<file path="config.mk">
export PLATFORM = sky130hd
export DESIGN_NAME = pipe_stage_reg
export DESIGN_NICKNAME = d
export VERILOG_FILES = /design/src/rtl/pipe_stage_reg_pkg.sv /design/src/rtl/sat_counter.sv /design/src/rtl/pipe_stage_reg.sv
export SDC_FILE = /design/constraint.sdc
export NUM_CORES = 1
export LEC_CHECK = 0
export ABC_AREA = 1
export CORE_MARGIN = 10
export CORE_UTILIZATION = 30
export CTS_CLUSTER_SIZE = 8
export DETAILED_ROUTE_END_ITERATION = 8
export REMOVE_ABC_BUFFERS = 1
export SLEW_MARGIN = 20
export SYNTH_ARGS = -nofsm -noshare
export SYNTH_HDL_FRONTEND = slang
export SYNTH_SLANG_ARGS = --single-unit
export TNS_END_PERCENT = 5
</file>
<file path="constraint.sdc">
create_clock -name clk -period 4.6 [get_ports clk]
set_input_delay 0.46 -clock clk [delete_from_list [all_inputs] [get_ports clk]]
set_output_delay 0.46 -clock clk [all_outputs]
set_load 0.02 [all_outputs]
</file>
<file path="src/rtl/pipe_stage_reg_pkg.sv">
// Shared pipeline definitions: stage-register state encoding and the NOP word
// used as the bubble value for instruction fields.
package pipe_stage_reg_pkg;

  typedef enum logic [1:0] {
    ST_EMPTY = 2'd0,
    ST_BUSY  = 2'd1,
    ST_FULL  = 2'd2
  } state_t;

  localparam logic [31:0] NOP_INSTR = 32'h0000_0000;

endpackage

</file>
<file path="src/rtl/sat_counter.sv">
// Saturating event counter for performance debug; holds at all-ones instead
// of wrapping, cleared only by reset.
module sat_counter #(
  parameter int unsigned CNT_W = 16
) (
  input  logic             clk,
  input  logic             reset,
  input  logic             inc,
  output logic [CNT_W-1:0] count
);

  function automatic logic [CNT_W-1:0] sat_inc(input logic [CNT_W-1:0] v);
    return (v == {CNT_W{1'b1}}) ? v : v + CNT_W'(1);
  endfunction

  always_ff @(posedge clk or posedge reset) begin
    if (reset) begin
      count <= '0;
    end else if (inc) begin
      count <= sat_inc(count);
    end
  end

endmodule

</file>
<file path="src/rtl/pipe_stage_reg.sv">
// Generic valid/ready inter-stage register with flush and optional 2-entry
// skid buffer (registered in_ready), plus a saturating stall counter.
module pipe_stage_reg
  import pipe_stage_reg_pkg::*;
#(
  parameter int unsigned    W          = 32,
  parameter int unsigned    SKID       = 1,
  parameter logic [W-1:0]   BUBBLE_VAL = {W{1'b0}},
  parameter int unsigned    CNT_W      = 16
) (
  input  logic             clk,
  input  logic             reset,
  input  logic             flush,
  input  logic             in_valid,
  input  logic [W-1:0]     in_data,
  output logic             in_ready,
  output logic             out_valid,
  output logic [W-1:0]     out_data,
  input  logic             out_ready,
  output logic [1:0]       occupancy,
  output logic [CNT_W-1:0] stall_cnt
);

  localparam bit SKID_EN = (SKID != 0);

  state_t       state_p1, state_d;
  logic [W-1:0] main_p1, main_d;
  logic [W-1:0] skid_p1, skid_d;
  logic         ready_p1;
  logic         in_fire, out_fire;
  logic         stall_inc;

  assign out_valid = (state_p1 != ST_EMPTY);
  assign out_data  = main_p1;
  assign occupancy = state_p1;

  // Skid mode breaks the out_ready -> in_ready path with a register.
  assign in_ready = SKID_EN ? ready_p1 : (~out_valid | out_ready);

  assign in_fire  = in_valid & in_ready;
  assign out_fire = out_valid & out_ready;

  always_comb begin
    state_d = state_p1;
    main_d  = main_p1;
    skid_d  = skid_p1;
    if (flush) begin
      state_d = ST_EMPTY;
      main_d  = BUBBLE_VAL;
      skid_d  = BUBBLE_VAL;
    end else begin
      case (state_p1)
        ST_EMPTY: begin
          if (in_fire) begin
            state_d = ST_BUSY;
            main_d  = in_data;
          end
        end
        ST_BUSY: begin
          if (in_fire && out_fire) begin
            main_d = in_data;
          end else if (in_fire && SKID_EN) begin
            // Downstream stalled while a new word arrived: park it behind main.
            state_d = ST_FULL;
            skid_d  = in_data;
          end else if (out_fire) begin
            state_d = ST_EMPTY;
            main_d  = BUBBLE_VAL;
          end
        end
        ST_FULL: begin
          if (out_fire) begin
            state_d = ST_BUSY;
            main_d  = skid_p1;
            skid_d  = BUBBLE_VAL;
          end
        end
        default: begin
          state_d = ST_EMPTY;
          main_d  = BUBBLE_VAL;
          skid_d  = BUBBLE_VAL;
        end
      endcase
    end
  end

  // Stage p1: held entries and registered upstream ready.
  always_ff @(posedge clk or posedge reset) begin
    if (reset) begin
      state_p1 <= ST_EMPTY;
      main_p1  <= BUBBLE_VAL;
      skid_p1  <= BUBBLE_VAL;
      ready_p1 <= 1'b1;
    end else begin
      state_p1 <= state_d;
      main_p1  <= main_d;
      skid_p1  <= skid_d;
      ready_p1 <= (state_d != ST_FULL);
    end
  end

  assign stall_inc = out_valid & ~out_ready & ~flush;

  sat_counter #(
    .CNT_W (CNT_W)
  ) u_stall_cnt (
    .clk   (clk),
    .reset (reset),
    .inc   (stall_inc),
    .count (stall_cnt)
  );

endmodule

</file>
==> flow_results.org, run 1 <==
** Setup path
- The worst register-to-register path ends at out_data[9].
- Type of element capturing the critical path :: flip-flop
- Of all nets on the critical path, the largest fanout is 32.
- Cells on worst reg2reg path :: 6
- Arrival time at the worst endpoint :: 2580 ps
- The setup path with the least slack is of type input pin to flip-flop.
- Startpoint of the worst register-to-register path :: in_ready
- Setup slack on the worst reg-to-reg path comes out at 2390 ps.
- The most critical setup path has its startpoint at in_valid.
- STA puts the critical path data required time at 4870 ps.
- Destination of the critical timing path :: out_data[9]
- Startpoint types :: input pin

** Timing
- Unrepaired setup endpoints after global routing :: no
- Final Critical Period :: 2310 ps
- Setup violations remaining at the end of the flow were counted as 0.
- The final count of pins violating max slew was 0.
- On the final layout, the worst clock skew is 4.97 ps.
- The final number of hold-violating endpoints came to 0.
- Hold slack :: 471 ps
- For the pin with the worst max-slew slack, the measured transition is 990 ps.
- Based on the critical path, the design can be clocked at up to 433 MHz.
- Final critical-path share of the clock period :: 0.502
- Normalized max-slew margin :: 0.338
- Total Negative Setup Slacks :: 0 ps

** Drt
- DR DRC count :: 0
- Detailed-router iteration count before antenna repair :: 4
- After the first detailed-routing iteration, the DRC count stood at 230.
- After detailed routing, the total wire length is 11.7 mm.
- The detail route stage leaves a number of antenna-violating nets equal to 0.
- Detailed-route via count :: 3882
- After detailed routing, the number of vias per cell comes to 4.57.
- In the final routed layout, each cell accounts on average for 13.7 µm.

** Cells and area
- Leading cell types in the layout, fill and taps excluded :: 275 x sky130_fd_sc_hd__nand2_1, 88 x sky130_fd_sc_hd__clkdlybuf4s50_1, 82 x sky130_fd_sc_hd__dfrtp_1
- 0 antenna diodes ended up in the layout.
- The library cell used most frequently in the layout, excluding fill and tap cells, is sky130_fd_sc_hd__nand2_1.
- Area delta synth->final :: 32.0%
- The net count of the finished layout is 704.
- Number of standard cells in the layout, taps in and fillers out :: 850
- Of the cells placed in the final design, the portion with a size suffix greater than 1 is 0.0507.
- Filler cells :: 1434

** Yosys
- Warnings, synthesis :: 0
- The average instance in the mapped netlist occupies 7.18 µm².
- In the synthesized netlist, the number of instances is 587.
- After synthesis, the share of flip-flops with an asynchronous set or reset is 1.00.
- Number of library cell types mapped by synthesis :: 24
- Cell area after synthesis :: 4220 µm²
- Seq/Total Area, Yosys :: 0.493
- In this run, synthesis inferred 0 flip-flops with an integrated enable.
- The most used flip-flop cell after synthesis is sky130_fd_sc_hd__dfrtp_1.
- Number of synthesized register bits :: 83

** Placed design
- At the end of routability-driven placement, the weighted congestion stood at 0.872.
- Placed cell count :: 835
- Port bufs :: 88
- DPL Wire Length :: 7.72 mm

** Power and ir drop
- For this design the total switching power over the nets is 0.000568 W.
- Of the total power, the share spent switching nets is 0.281.
- Summed over all cells, the static leakage comes to 2.79 nW.
- Internal power consumption :: 0.00145 W
- Of the total power, the clock network draws 0.393.
- Power spread over the standard cell area amounts to 363 nW/µm².
- Of the total power, registers draw 0.415.
- Of the total power, combinational logic draws 0.192.
- VDD sags by at most 289 µV.

** Global routing
- Remaining global-route overflow :: 0
- Global-route track usage on met1 :: 0.168
- Number of global-route vias before repair :: 3794
- Global-route wire length before repair :: 19.7 mm
- Entering global routing, the biggest net connects 47 pins.
- GRT met2 Usage :: 0.172
- For met3 alone, demand over resource in global routing was 0.0346.
- In this run the most used layer during global routing was met2.
- Gr usage total :: 0.122
- Initial antenna violation count :: 0

** Clock tree
- The clock passes through at most 2 buffers.
- The clock tree synthesis step divided the H-tree into 3 levels.
- Total of cells resized after clock tree synthesis :: 0
- CTS root buf :: sky130_fd_sc_hd__clkbuf_16
- In this run, CTS created clock tree buffers numbering 9.
- The tree built by TritonCTS fans out to 83 sinks.
- Clock Latency Late Sink :: 340 ps
- Postcts setup bufs :: 0
- Clk slew on worst S/H paths :: 60 ps
- TritonCTS built the clock tree.
- For this design, the CTS-stage hold fixing added 0 buffers.

** Run
- The tool flagged a number of max-cap violations equal to 0.

** Floorplanning
- Core Footprint :: 13800 µm²
- I/O Pins :: 89
- From left edge to right edge, the die measures 139 µm.
- The floorplan has 43 rows.
- The die covers 19200 µm².
- Measured along the y axis, the die boundary spans 139 µm.
- Initial cell density of the core :: 0.305

** Run status
- The flow ran to the end, and the final reports show no timing, DRC or antenna violations.

** Hold path
- Path type of the worst min-delay path :: flip-flop to flip-flop
## critical path, stage by stage
cell	delay, ps
sky130_fd_sc_hd__clkdlybuf4s50_1	500
sky130_fd_sc_hd__nand2_1	140
sky130_fd_sc_hd__o21ai_0	260
sky130_fd_sc_hd__nand2_1	630
sky130_fd_sc_hd__o21ai_0	430
sky130_fd_sc_hd__nand2_1	90
sky130_fd_sc_hd__nand2_1	70
## synth_stat cells (3+ instances only)
cell,count,area share
sky130_fd_sc_hd__inv_1,47,0.042
sky130_fd_sc_hd__nor2_1,50,0.045
sky130_fd_sc_hd__nand2_1,276,0.25
sky130_fd_sc_hd__o21ai_0,40,0.047
sky130_fd_sc_hd__buf_4,3,0.0053
sky130_fd_sc_hd__nand3_1,40,0.047
sky130_fd_sc_hd__dfrtp_1,82,0.49
sky130_fd_sc_hd__nand4_1,5,0.0074
sky130_fd_sc_hd__buf_2,6,0.0071
sky130_fd_sc_hd__xnor2_1,6,0.012
sky130_fd_sc_hd__clkbuf_1,14,0.012
## metal layers
layer / up-vias / wire length (µm)
met3: 20 / 802
met1: 1789 / 5740
li1: 1955 / -
met4: 0 / 258
met5: - / 0
met2: 118 / 4860
## how the worst min path moves through the flow
stage	depth (start not counted)	from	slack (ps)	endpoint
final	2	skid_p1[8]	470	skid_p1[8]
after floorplan	2	skid_p1[0]	440	skid_p1[0]
after detailed placement	2	skid_p1[23]	460	skid_p1[23]
after CTS	2	skid_p1[23]	470	skid_p1[23]
after global placement	2	skid_p1[20]	450	skid_p1[20]
after global routing	2	skid_p1[5]	500	skid_p1[5]
## logic make-up after synthesis
kind of cell | synth area share
DFF | 0.493
and+or+nand+nor | 0.359
adders and majority gates | 0.00297
AOI/OAI and AO/OA | 0.0531
xor gates and xnor gates | 0.0166
buffers and inverters | 0.0754
## through the flow
| step | power (W) | area (µm²) | setup slack [ps] | util |
|---|---|---|---|---|
| 6_report | 0.00202 | 5570 | 2290 | 0.403 |
| 5_1_grt | 0.00213 | 5570 | 2020 | 0.403 |
| 4_1_cts | 0.00205 | 5560 | 1990 | 0.402 |
| 3_5_place_dp | 0.00125 | 5240 | 1650 | 0.379 |
| 3_3_place_gp | 0.00124 | 5240 | 1790 | 0.379 |
| 2_1_floorplan | 0.00105 | 4090 | 1900 | - |
## sequential cells by signal, indices dropped and copies added (netlist names)
signal and flops:
occupancy 2, in_ready 1, skid_p1 32, u_stall_cnt.count 16, out_data 32
## cell type report
type | instances | area [µm²] | area share
tap | 180 | 225 | 0.0405
clock buffer | 11 | 253 | 0.0454
timing repair buffer | 94 | 926 | 0.166
sequential | 83 | 2080 | 0.373
multi-input combinational | 429 | 1820 | 0.327
clock inverter | 4 | 73.8 | 0.0133
inverter | 49 | 188 | 0.0337
## power by group through the flow
stage,combinational (W),clock (W),sequential (W)
CTS,0.000396,0.000815,0.000839
detailed placement,0.000394,0,0.000852
finish,0.000389,0.000793,0.000838
global placement,0.000387,0,0.000849
floorplan,0.000152,0,0.000898
global route,0.000433,0.000850,0.000847
Power figures use the tool's default switching activity.
==> inputs of run 2 (changes only) <==
clock period = 1.86 ns   (was 4.6 ns; I/O delays follow)
==> run 2 against run 1 <==
Hold slack worse by 210 ps; via count grew 2.2%; critical path depth shrank 6; highest routed layer unchanged.
==> flow_results.org, run 2 (synthesis results as in run 1) <==
** Drt
- The first routing iteration left 325 violations.
- Total wirelength of the detailed-routed design :: 11.6 mm
- Remaining antenna violation count after routing :: 0
- Via-per-instance ratio :: 4.62
- In the final routed layout, each cell accounts on average for 13.4 µm.
- After detailed routing, the number of remaining DRC violations is 0.
- Detailed-route via count :: 3969
- The first detailed-routing pass took 6 iterations.

** Clock tree
- Count of H-tree levels built during CTS :: 3
- Clock latency on the worst-skew pair, taken at its later pin, is 340 ps.
- The cell sitting at the root of the clock tree is a sky130_fd_sc_hd__clkbuf_16.
- Cts bufs inserted :: 9
- The number of hold buffers added after CTS was 0.
- Postcts setup bufs :: 0
- TritonCTS built the clock tree.
- Deepest clock path buffer count :: 2
- Clock-pin slew was measured on the worst setup and hold paths at 60 ps.
- For this design, the sink count on the clock tree is 83.
- Post-CTS repair changed the size of 0 cells.

** Power and ir drop
- Internal power consumption :: 0.00346 W
- Switching part of the total power :: 0.287
- The analysis attributes to net switching a power of 0.00139 W.
- Worst-case vdd ir drop :: 475 µV
- The design draws 0.00485 W.
- Of the total power, the clock network draws 0.366.
- Areal power density over the cells :: 859 nW/µm²
- The share of total power dissipated in combinational logic is 0.206.
- Leakage Power :: 2.84 nW
- Of the total power, registers draw 0.428.

** Timing
- Once routing completed, OpenROAD measured the worst setup slack at 184 ps.
- Max-slew violation count :: 0
- Slew of the pin with the lowest slew margin :: 451 ps
- Across the routed clock network, the largest skew measured is 4.53 ps.
- The clock period could shrink to 1680 ps.
- Timing would allow up to 597 MHz.
- Endpoints failing setup :: 0
- Final critical-path share of the clock period :: 0.901
- The worst pin sits at a relative slew slack of 0.699.
- Final hold violation count :: 0
- Setup repair after global routing left no endpoint under its margin.

** Cells and area
- Leaving out fill and tap cells, the most frequent cell in the layout is sky130_fd_sc_hd__nand2_1.
- Share of final-layout standard cells stronger than drive strength 1 :: 0.0604
- Leading cell types in the layout, fill and taps excluded :: 276 x sky130_fd_sc_hd__nand2_1, 87 x sky130_fd_sc_hd__clkdlybuf4s50_1, 82 x sky130_fd_sc_hd__dfrtp_1
- Multi-input gate area in the final layout :: 1820 µm²
- The filler cells instantiated in the layout total 1417.
- Number of antenna repair diodes :: 0
- Number of standard cells in the layout, taps in and fillers out :: 859
- Summing all non-filler instances in the final layout gives an area of 5650 µm².
- Area delta synth->final :: 33.9%
- Sequential standard cell area :: 2080 µm²
- Number of nets at the end of the flow :: 712

** Placed design
- In this run the cell area measured after placement is 5350 µm².
- Buffers placed on the I/O ports in this run total 88.
- Worst slack after detailed placement :: 130 ps
- In this run, placement finished with an instance count of 843.
- Routability cong. :: 0.869
- Detailed placement finished with a half-perimeter wire length of 7.74 mm.

** Floorplanning
- I/O Pins :: 89
- Number of rows in the core area :: 43
- For this configuration, the core starts out at a cell density of 0.305.
- The die covers 19200 µm².
- In this run the vertical extent of the chip is 139 µm.
- The die is 139 µm wide.
- The core region is 13800 µm².

** Setup path
- For the worst setup path, the data required time is 1670 ps.
- Crit path cell chain :: clkdlybuf4s50_1
- Along the worst path, the maximum fanout reaches 2.
- The worst setup path is of the flip-flop to output port kind.
- Arrival time at the worst endpoint :: 1490 ps
- Broken down by cell family, the worst path's largest delay share belongs to buffers and inverters.
- On the worst path, the slowest cell contributes a delay of 610 ps.
- STA classifies the critical path startpoint as a flip-flop.
- STA classifies the critical path endpoint as an output port.
- Together, buffers and inverters on the worst path number 1.
- Cell at the slowest stage of the critical path :: sky130_fd_sc_hd__clkdlybuf4s50_1

** Run status
- Run status :: complete, no violations

** Global routing
- Gr usage total :: 0.121
- The number of antenna violations at the first check in global routing came to 0.
- Number of global-route vias before repair :: 3911
- Pin count of the biggest net entering global routing :: 84
- The first global-routing pass estimated 19.4 mm of wire.
- For this run the aggregate overflow at the end of global routing stands at 0.

** Run
- Across the run, the number of max-cap violations was 0.

** Hold path
- The path class of the tightest hold or removal check is input pin to asynchronous set/reset pin.
run 2: area by class of cell:
cell class,count,area share
flip-flops and latches,83,0.368
multi-input cells,429,0.322
inverters,49,0.0332
clock buffers,11,0.0430
clock inverters,5,0.00931
repair buffers,102,0.184
well taps,180,0.0399
run 2: through the flow:
stage | hold slack (ps) | setup TNS, ps | util
2_1_floorplan | 415 | -90780 | -
3_3_place_gp | 454 | 0 | 0.387
3_5_place_dp | 458 | 0 | 0.387
4_1_cts | 288 | 0 | 0.408
5_1_grt | 314 | 0 | 0.408
6_report | 259 | 0 | 0.408
run 2: worst paths after layout:
| path | startpoint | endpoint | slack [ps] | cells past startpoint |
|---|---|---|---|---|
| hold reg to reg | skid_p1[28] | skid_p1[28] | 470 | 2 |
| min in group clk | skid_p1[28] | skid_p1[28] | 470 | 2 |
| hold / removal | reset | u_stall_cnt.count[0] | 260 | 3 |
| max in group asynchronous | reset | in_ready | 1250 | 3 |
| setup reg to reg | occupancy[1] | out_data[24] | 250 | 8 |
| setup / recovery | in_ready | in_ready | 180 | 1 |
run 2: per-layer routing:
layer  share of wire  track usage  vias up
met4           0.013       0.0433        0
met2            0.44        0.184      134
met5               0            0        -
met1            0.47        0.157     1853
li1                -            -     1971
met3           0.073       0.0387       11
run 2: worst reg2reg max path, cell delays in order, from the launching register on:
cell and delay [ps]:
sky130_fd_sc_hd__dfrtp_1 420, sky130_fd_sc_hd__inv_2 140, sky130_fd_sc_hd__nand2_1 90, sky130_fd_sc_hd__nor2_1 150
sky130_fd_sc_hd__nand2_1 90, sky130_fd_sc_hd__nand3_1 120, sky130_fd_sc_hd__buf_4 360, sky130_fd_sc_hd__nand2_1 110
sky130_fd_sc_hd__nand2_1 80
run 2: power groups by stage:
| stage | sequential [W] | combinational (W) | clock, W |
|---|---|---|---|
| after floorplan | 0.00222 | 0.000376 | 0 |
| after global placement | 0.00210 | 0.00101 | 0 |
| after detailed placement | 0.00211 | 0.00102 | 0 |
| after CTS | 0.00208 | 0.00102 | 0.00184 |
| after global routing | 0.00210 | 0.00111 | 0.00192 |
| final | 0.00208 | 0.00100 | 0.00177 |
